<file path="src/rtl/vend_txn_ctrl.sv">
// rtl/vend_txn_ctrl.sv - vending transaction controller: credit, price/stock lookup, dispense and change handshakes (VEND_TIMEOUT_EN adds CREDIT idle auto-refund)
module vend_txn_ctrl #(
    parameter int  MAX_NOTE_VAL   = 100,
    parameter int  MAX_ITEMS      = 1024,
    parameter int  MAX_BALANCE    = 1000,
    parameter int  TIMEOUT_CYCLES = 1000000,
    localparam int CW             = $clog2(MAX_NOTE_VAL) + 1,
    localparam int IW             = $clog2(MAX_ITEMS),
    localparam int BW             = $clog2(MAX_BALANCE + 1)
) (
    input  logic          clk_fsm,            // single clock
    input  logic          rstn,               // synchronous, active-low
    input  logic          currency_valid,     // note inserted (pulse)
    input  logic [CW-1:0] currency_value,     // note value
    input  logic          item_select_valid,  // item selected (pulse)
    input  logic [IW-1:0] item_select,        // item index
    input  logic          cancel,             // refund request (pulse)
    output logic          price_rd_en,        // table read strobe
    output logic [IW-1:0] price_rd_addr,      // table address
    input  logic [BW-1:0] price_rd_data,      // price, cycle after strobe
    input  logic          stock_rd_data,      // in stock, cycle after strobe
    output logic          dispense_valid,     // dispense handshake
    input  logic          dispense_ready,
    output logic [IW-1:0] dispense_item,      // item being dispensed
    output logic          change_valid,       // change handshake
    input  logic          change_ready,
    output logic [BW-1:0] change_value,       // change amount
    output logic [BW-1:0] balance,            // current credit
    output logic          currency_reject,    // note refused (pulse)
    output logic          vend_error,         // purchase refused (pulse)
    output logic          busy                // LOOKUP/EVAL/DISPENSE/CHANGE
);

    typedef enum logic [2:0] {
        S_IDLE,
        S_CREDIT,
        S_LOOKUP,
        S_EVAL,
        S_DISPENSE,
        S_CHANGE
    } state_t;

    state_t        state;
    logic [IW-1:0] item_q;
    logic [BW:0]   sum_ext;
    logic          note_nz;
    logic          note_fits;
    logic          note_ok;
    logic          timeout_hit;

    // One extra bit so an overflowing sum is still compared correctly.
    assign sum_ext   = (BW+1)'(balance) + (BW+1)'(currency_value);
    assign note_nz   = (currency_value != '0);
    assign note_fits = (sum_ext <= (BW+1)'(MAX_BALANCE));
    assign note_ok   = currency_valid && note_nz && note_fits;

    // The latched item addresses the table and names the dispensed item.
    assign price_rd_addr = item_q;
    assign dispense_item = item_q;

`ifdef VEND_TIMEOUT_EN
    localparam int TW = $clog2(TIMEOUT_CYCLES + 1);
    logic [TW-1:0] idle_cnt;

    // Zero outside CREDIT, so entering CREDIT always starts a fresh count.
    always_ff @(posedge clk_fsm) begin
        if (!rstn || state != S_CREDIT || (note_ok && !cancel)) begin
            idle_cnt <= '0;
        end else begin
            idle_cnt <= idle_cnt + TW'(1);
        end
    end

    assign timeout_hit = (state == S_CREDIT) && (idle_cnt == TW'(TIMEOUT_CYCLES - 1));
`else
    // Never fires in this build: CREDIT waits indefinitely.
    assign timeout_hit = (TIMEOUT_CYCLES < 0);
`endif

    always_ff @(posedge clk_fsm) begin
        if (!rstn) begin
            state           <= S_IDLE;
            item_q          <= '0;
            balance         <= '0;
            price_rd_en     <= 1'b0;
            dispense_valid  <= 1'b0;
            change_valid    <= 1'b0;
            change_value    <= '0;
            currency_reject <= 1'b0;
            vend_error      <= 1'b0;
            busy            <= 1'b0;
        end else begin
            currency_reject <= 1'b0;
            vend_error      <= 1'b0;
            price_rd_en     <= 1'b0;

            case (state)
                S_IDLE: begin
                    if (currency_valid && note_nz) begin
                        if (note_fits) begin
                            balance <= sum_ext[BW-1:0];
                            state   <= S_CREDIT;
                        end else begin
                            currency_reject <= 1'b1;
                        end
                    end
                end

                S_CREDIT: begin
                    if (cancel) begin
                        currency_reject <= currency_valid && note_nz;
                        change_valid    <= 1'b1;
                        change_value    <= balance;
                        busy            <= 1'b1;
                        state           <= S_CHANGE;
                    end else if (note_ok) begin
                        balance <= sum_ext[BW-1:0];
                    end else if (timeout_hit) begin
                        currency_reject <= currency_valid && note_nz;
                        change_valid    <= 1'b1;
                        change_value    <= balance;
                        busy            <= 1'b1;
                        state           <= S_CHANGE;
                    end else if (currency_valid && note_nz) begin
                        // Refused note still wins over a same-cycle select.
                        currency_reject <= 1'b1;
                    end else if (item_select_valid) begin
                        item_q      <= item_select;
                        price_rd_en <= 1'b1;
                        busy        <= 1'b1;
                        state       <= S_LOOKUP;
                    end
                end

                S_LOOKUP: begin
                    currency_reject <= currency_valid;
                    state           <= S_EVAL;
                end

                S_EVAL: begin
                    currency_reject <= currency_valid;
                    if (!stock_rd_data || (balance < price_rd_data)) begin
                        vend_error <= 1'b1;
                        busy       <= 1'b0;
                        state      <= S_CREDIT;
                    end else begin
                        balance        <= balance - price_rd_data;
                        dispense_valid <= 1'b1;
                        state          <= S_DISPENSE;
                    end
                end

                S_DISPENSE: begin
                    currency_reject <= currency_valid;
                    if (dispense_ready) begin
                        dispense_valid <= 1'b0;
                        if (balance != '0) begin
                            change_valid <= 1'b1;
                            change_value <= balance;
                            state        <= S_CHANGE;
                        end else begin
                            busy  <= 1'b0;
                            state <= S_IDLE;
                        end
                    end
                end

                S_CHANGE: begin
                    currency_reject <= currency_valid;
                    if (change_ready) begin
                        change_valid <= 1'b0;
                        change_value <= '0;
                        balance      <= '0;
                        busy         <= 1'b0;
                        state        <= S_IDLE;
                    end
                end

                default: begin
                    state <= S_IDLE;
                end
            endcase
        end
    end

endmodule

</file>
<file path="config.mk">
export PLATFORM = sky130hd
export DESIGN_NAME = vend_txn_ctrl
export DESIGN_NICKNAME = d
export VERILOG_FILES = /design/src/rtl/vend_txn_ctrl.sv
export SDC_FILE = /design/constraint.sdc
export NUM_CORES = 1
export LEC_CHECK = 0
export ABC_AREA = 1
export CAP_MARGIN = 20
export CORE_ASPECT_RATIO = 1.25
export CORE_MARGIN = 3
export CORE_UTILIZATION = 39
export DETAILED_ROUTE_END_ITERATION = 10
export PLACE_DENSITY = 0.67
export SKIP_CTS_REPAIR_TIMING = 1
export SLEW_MARGIN = 20
export SYNTH_ARGS = -nofsm -noshare
export SYNTH_HDL_FRONTEND = slang
export SYNTH_SLANG_ARGS = --single-unit
</file>
<file path="constraint.sdc">
create_clock -name clk_fsm -period 4.12 [get_ports clk_fsm]
set_clock_uncertainty 0.15 [all_clocks]
set_input_delay 1.236 -clock clk_fsm [delete_from_list [all_inputs] [get_ports clk_fsm]]
set_output_delay 1.236 -clock clk_fsm [all_outputs]
set_load 0.01 [all_outputs]
</file>
==> run metrics <==
Mapped Cells 447; proportion of layout cells with a drive suffix above 1 a little over 7%; Placed Instance Area approximately 0.0038 mm^2; final net count slightly below 600; CTS sink cnt 39; Max-cap violations 0; CP arrival approximately 3.6 ns; async set-reset flop share out of synthesis 0%; first-pass GRT wire length around 13 mm; GR Overflow Total 0; critical path endpoint category flip-flop; gr usage total about a fifth; synth warn 0; Final HPWL DP 6.262 mm; Hold WC Path Type reg -> reg; status finished clean; Mapped Area approximately 0.0029 mm^2; minimum clock period ~3.6 ns; crit share post-route roughly 87%; final setup fails 0; DIE HEIGHT between 100 and 150 um; clk_lat worst skew 0.30 ns; post-layout util 54.27%; DRT Pass-1 Iters 4; RSZ-0062 raised after global routing false; port buffer count between 80 and 90; Post-DRT Antenna Nets 0; Slew @ Worst Pin slightly below 0.7 ns; GPL Wtd Cong between 0.9 and 1; CP Launch Type input pin; total power divided by cell area approximately 570 mW/mm^2; WL final between 7 and 8 mm; Yosys reg bits 39; Worst VDD drop ~0.00026 V; leakage roughly 0.0018 uW; Synth top area share approximately a quarter; CTS tree yes; Finished Cell Area just under 0.004 mm^2; CTS clock-pin slew for the worst setup and hold paths about 0.080 ns; DR vias/cell a little under 5; Vias between 3k and 4k; antenna cells 0; Unique masters post-synth 39; Die W between 80 and 90 um; htree depth 2; setup TNS 0 ns; Main synth FF type dfxtp_1; CORE AREA between 0.007 and 0.008 mm^2; Final Max Tran Viols 0; DRC errors left 0; Max Clk Rate around 280 MHz; clock buffer depth 2; largest net degree at the start of global routing 23; Initial DRC Count 83; Yosys top cell by area dfxtp_1; # rows 34; WL/cell between 10 and 15 um; Syn Nets slightly above 500; sequential area share after synthesis roughly a quarter; Place WS 0.2109 ns; crit-path max FO 18; Ports around 80; Crit Path Category in -> reg; area of the die approximately 0.0086 mm^2; area grow syn2layout 31.75%; Setup WS post-layout roughly 0.54 ns; Post-synth EDFFs 0; hold slack between 0.3 and 0.4 ns; initial core utilization between 40 and 50%; clk root buf clkbuf_8; synthesized area per cell approximately 6.6 um^2; largest cells by area after synthesis dfxtp_1 27%, nand2_1 15%, ha_1 8.9%; initial antenna violation count 0; Num CTS Buffers 5; number of global-route vias before repair between 2k and 3k; normalized max-slew margin a little over half; Worst Path Required approximately 4.2 ns; final hold vios 0
==> final cells by class <==
class | count | area (um^2)
fill | 732 | 3268
clock buffer | 5 | 68.82
multi-input combinational | 328 | 1810
timing repair buffer | 83 | 825.8
tap | 90 | 112.6
sequential | 39 | 780.7
inverter | 62 | 236.5
clock inverter | 3 | 43.79
==> Yosys cell counts, types with 2 or more instances <==
master    number
xor2_1         2
nor4_1         2
nand3b_1       4
a211oi_1       2
nor2_8         3
nand2_4        2
dfxtp_1       39
nand2_2        3
ha_1          21
or2_2          3
nor2_1        43
nand3_1       31
nand3_4        2
inv_1         55
nor3_1         4
nand2_1      116
nor2_2         5
nand4_1        5
a21oi_1       42
clkbuf_1       6
inv_2          4
o21bai_1       2
o21ai_0       24
fa_1           2
buf_4         11
==> where the power goes <==
part / switching (uW) / internal, uW
Sequential: 131 / 465
Combinational: 739 / 562
Clock: 142 / 180
==> routing by layer <==
metal  up-vias  track usage [%]  wire length, um
li1       1579                -                -
met1      1337            22.47             3472
met2        85            34.60             3795
met3        12            3.677              385
met4         0            6.188              142
met5         -                0                0
==> stage by stage <==
stage          cells  power [uW]
6_report         610        2219
5_1_grt          610        2454
4_1_cts          610        2233
3_5_place_dp     602        1907
3_3_place_gp     602        1894
2_1_floorplan    447        1515
==> cells in the final DEF (no fill, tap or decap), types with 2 or more instances in the layout <==
| master | Yosys | routed |
|---|---|---|
| nand2_1 | 116 | 116 |
| clkdlybuf4s50_1 | 0 | 81 |
| inv_1 | 55 | 55 |
| nor2_1 | 43 | 43 |
| a21oi_1 | 42 | 42 |
| dfxtp_1 | 39 | 39 |
| nand3_1 | 31 | 31 |
| o21ai_0 | 24 | 24 |
| ha_1 | 21 | 21 |
| nor2_2 | 5 | 5 |
| nand4_1 | 5 | 5 |
| clkbuf_8 | 0 | 5 |
| inv_2 | 4 | 4 |
| nand3b_1 | 4 | 4 |
| nor3_1 | 4 | 4 |
| nor2_8 | 3 | 3 |
| or2_2 | 3 | 3 |
| nand2_2 | 3 | 3 |
| nand2_4 | 2 | 2 |
| clkinv_2 | 1 | 2 |
| nor4_1 | 2 | 2 |
| nand3_4 | 2 | 2 |
| o21bai_1 | 2 | 2 |
| a211oi_1 | 2 | 2 |
| xor2_1 | 2 | 2 |
| fa_1 | 2 | 2 |
| buf_4 | 11 | 2 |
==> logic make-up (layout without fill, tap and decap cells) <==
| family | count (synthesis) | after routing | share of synthesized area [%] |
|---|---|---|---|
| xor gates and xnor gates | 3 | 3 | 0.8926 |
| and+or+nand+nor | 225 | 225 | 35.70 |
| AOI/OAI and AO/OA | 77 | 77 | 14.62 |
| DFF | 39 | 39 | 26.52 |
| buffers and inverters | 80 | 153 | 11.98 |
| adders and majority gates | 23 | 23 | 10.28 |
==> critical path: stages <==
cell and delay [ns]:
clkdlybuf4s50_1 0.43, ha_1 0.26, fa_1 0.41, xnor2_1 0.22, nand2_1 0.07, nand3_1 0.08, nand2_1 0.05, nand2_1 0.07
nor2_1 0.05, nand2_2 0.08, nand2_2 0.06, nand2_4 0.08, nand3_4 0.10, nor2_8 0.22, nand2_1 0.08, nand2_1 0.06
nor2_1 0.04
==> state kept, by name (all words and copies together) (netlist names) <==
name and cells:
currency_reject 1, vend_error 1, balance 10, busy 1
change_value 10, price_rd_en 1, change_valid 1, state 3
dispense_valid 1, dispense_item 10
==> final timing paths <==
kind	startpoint	end	slack (ns)	cells after the start
setup / recovery	currency_value[0]	balance[8]	0.54	17
hold / removal	dispense_item[2]	dispense_item[2]	0.31	2
setup reg to reg	balance[0]	balance[8]	1.48	16
hold reg to reg	dispense_item[2]	dispense_item[2]	0.31	2
No activity file was read; power rests on OpenSTA's default activity.
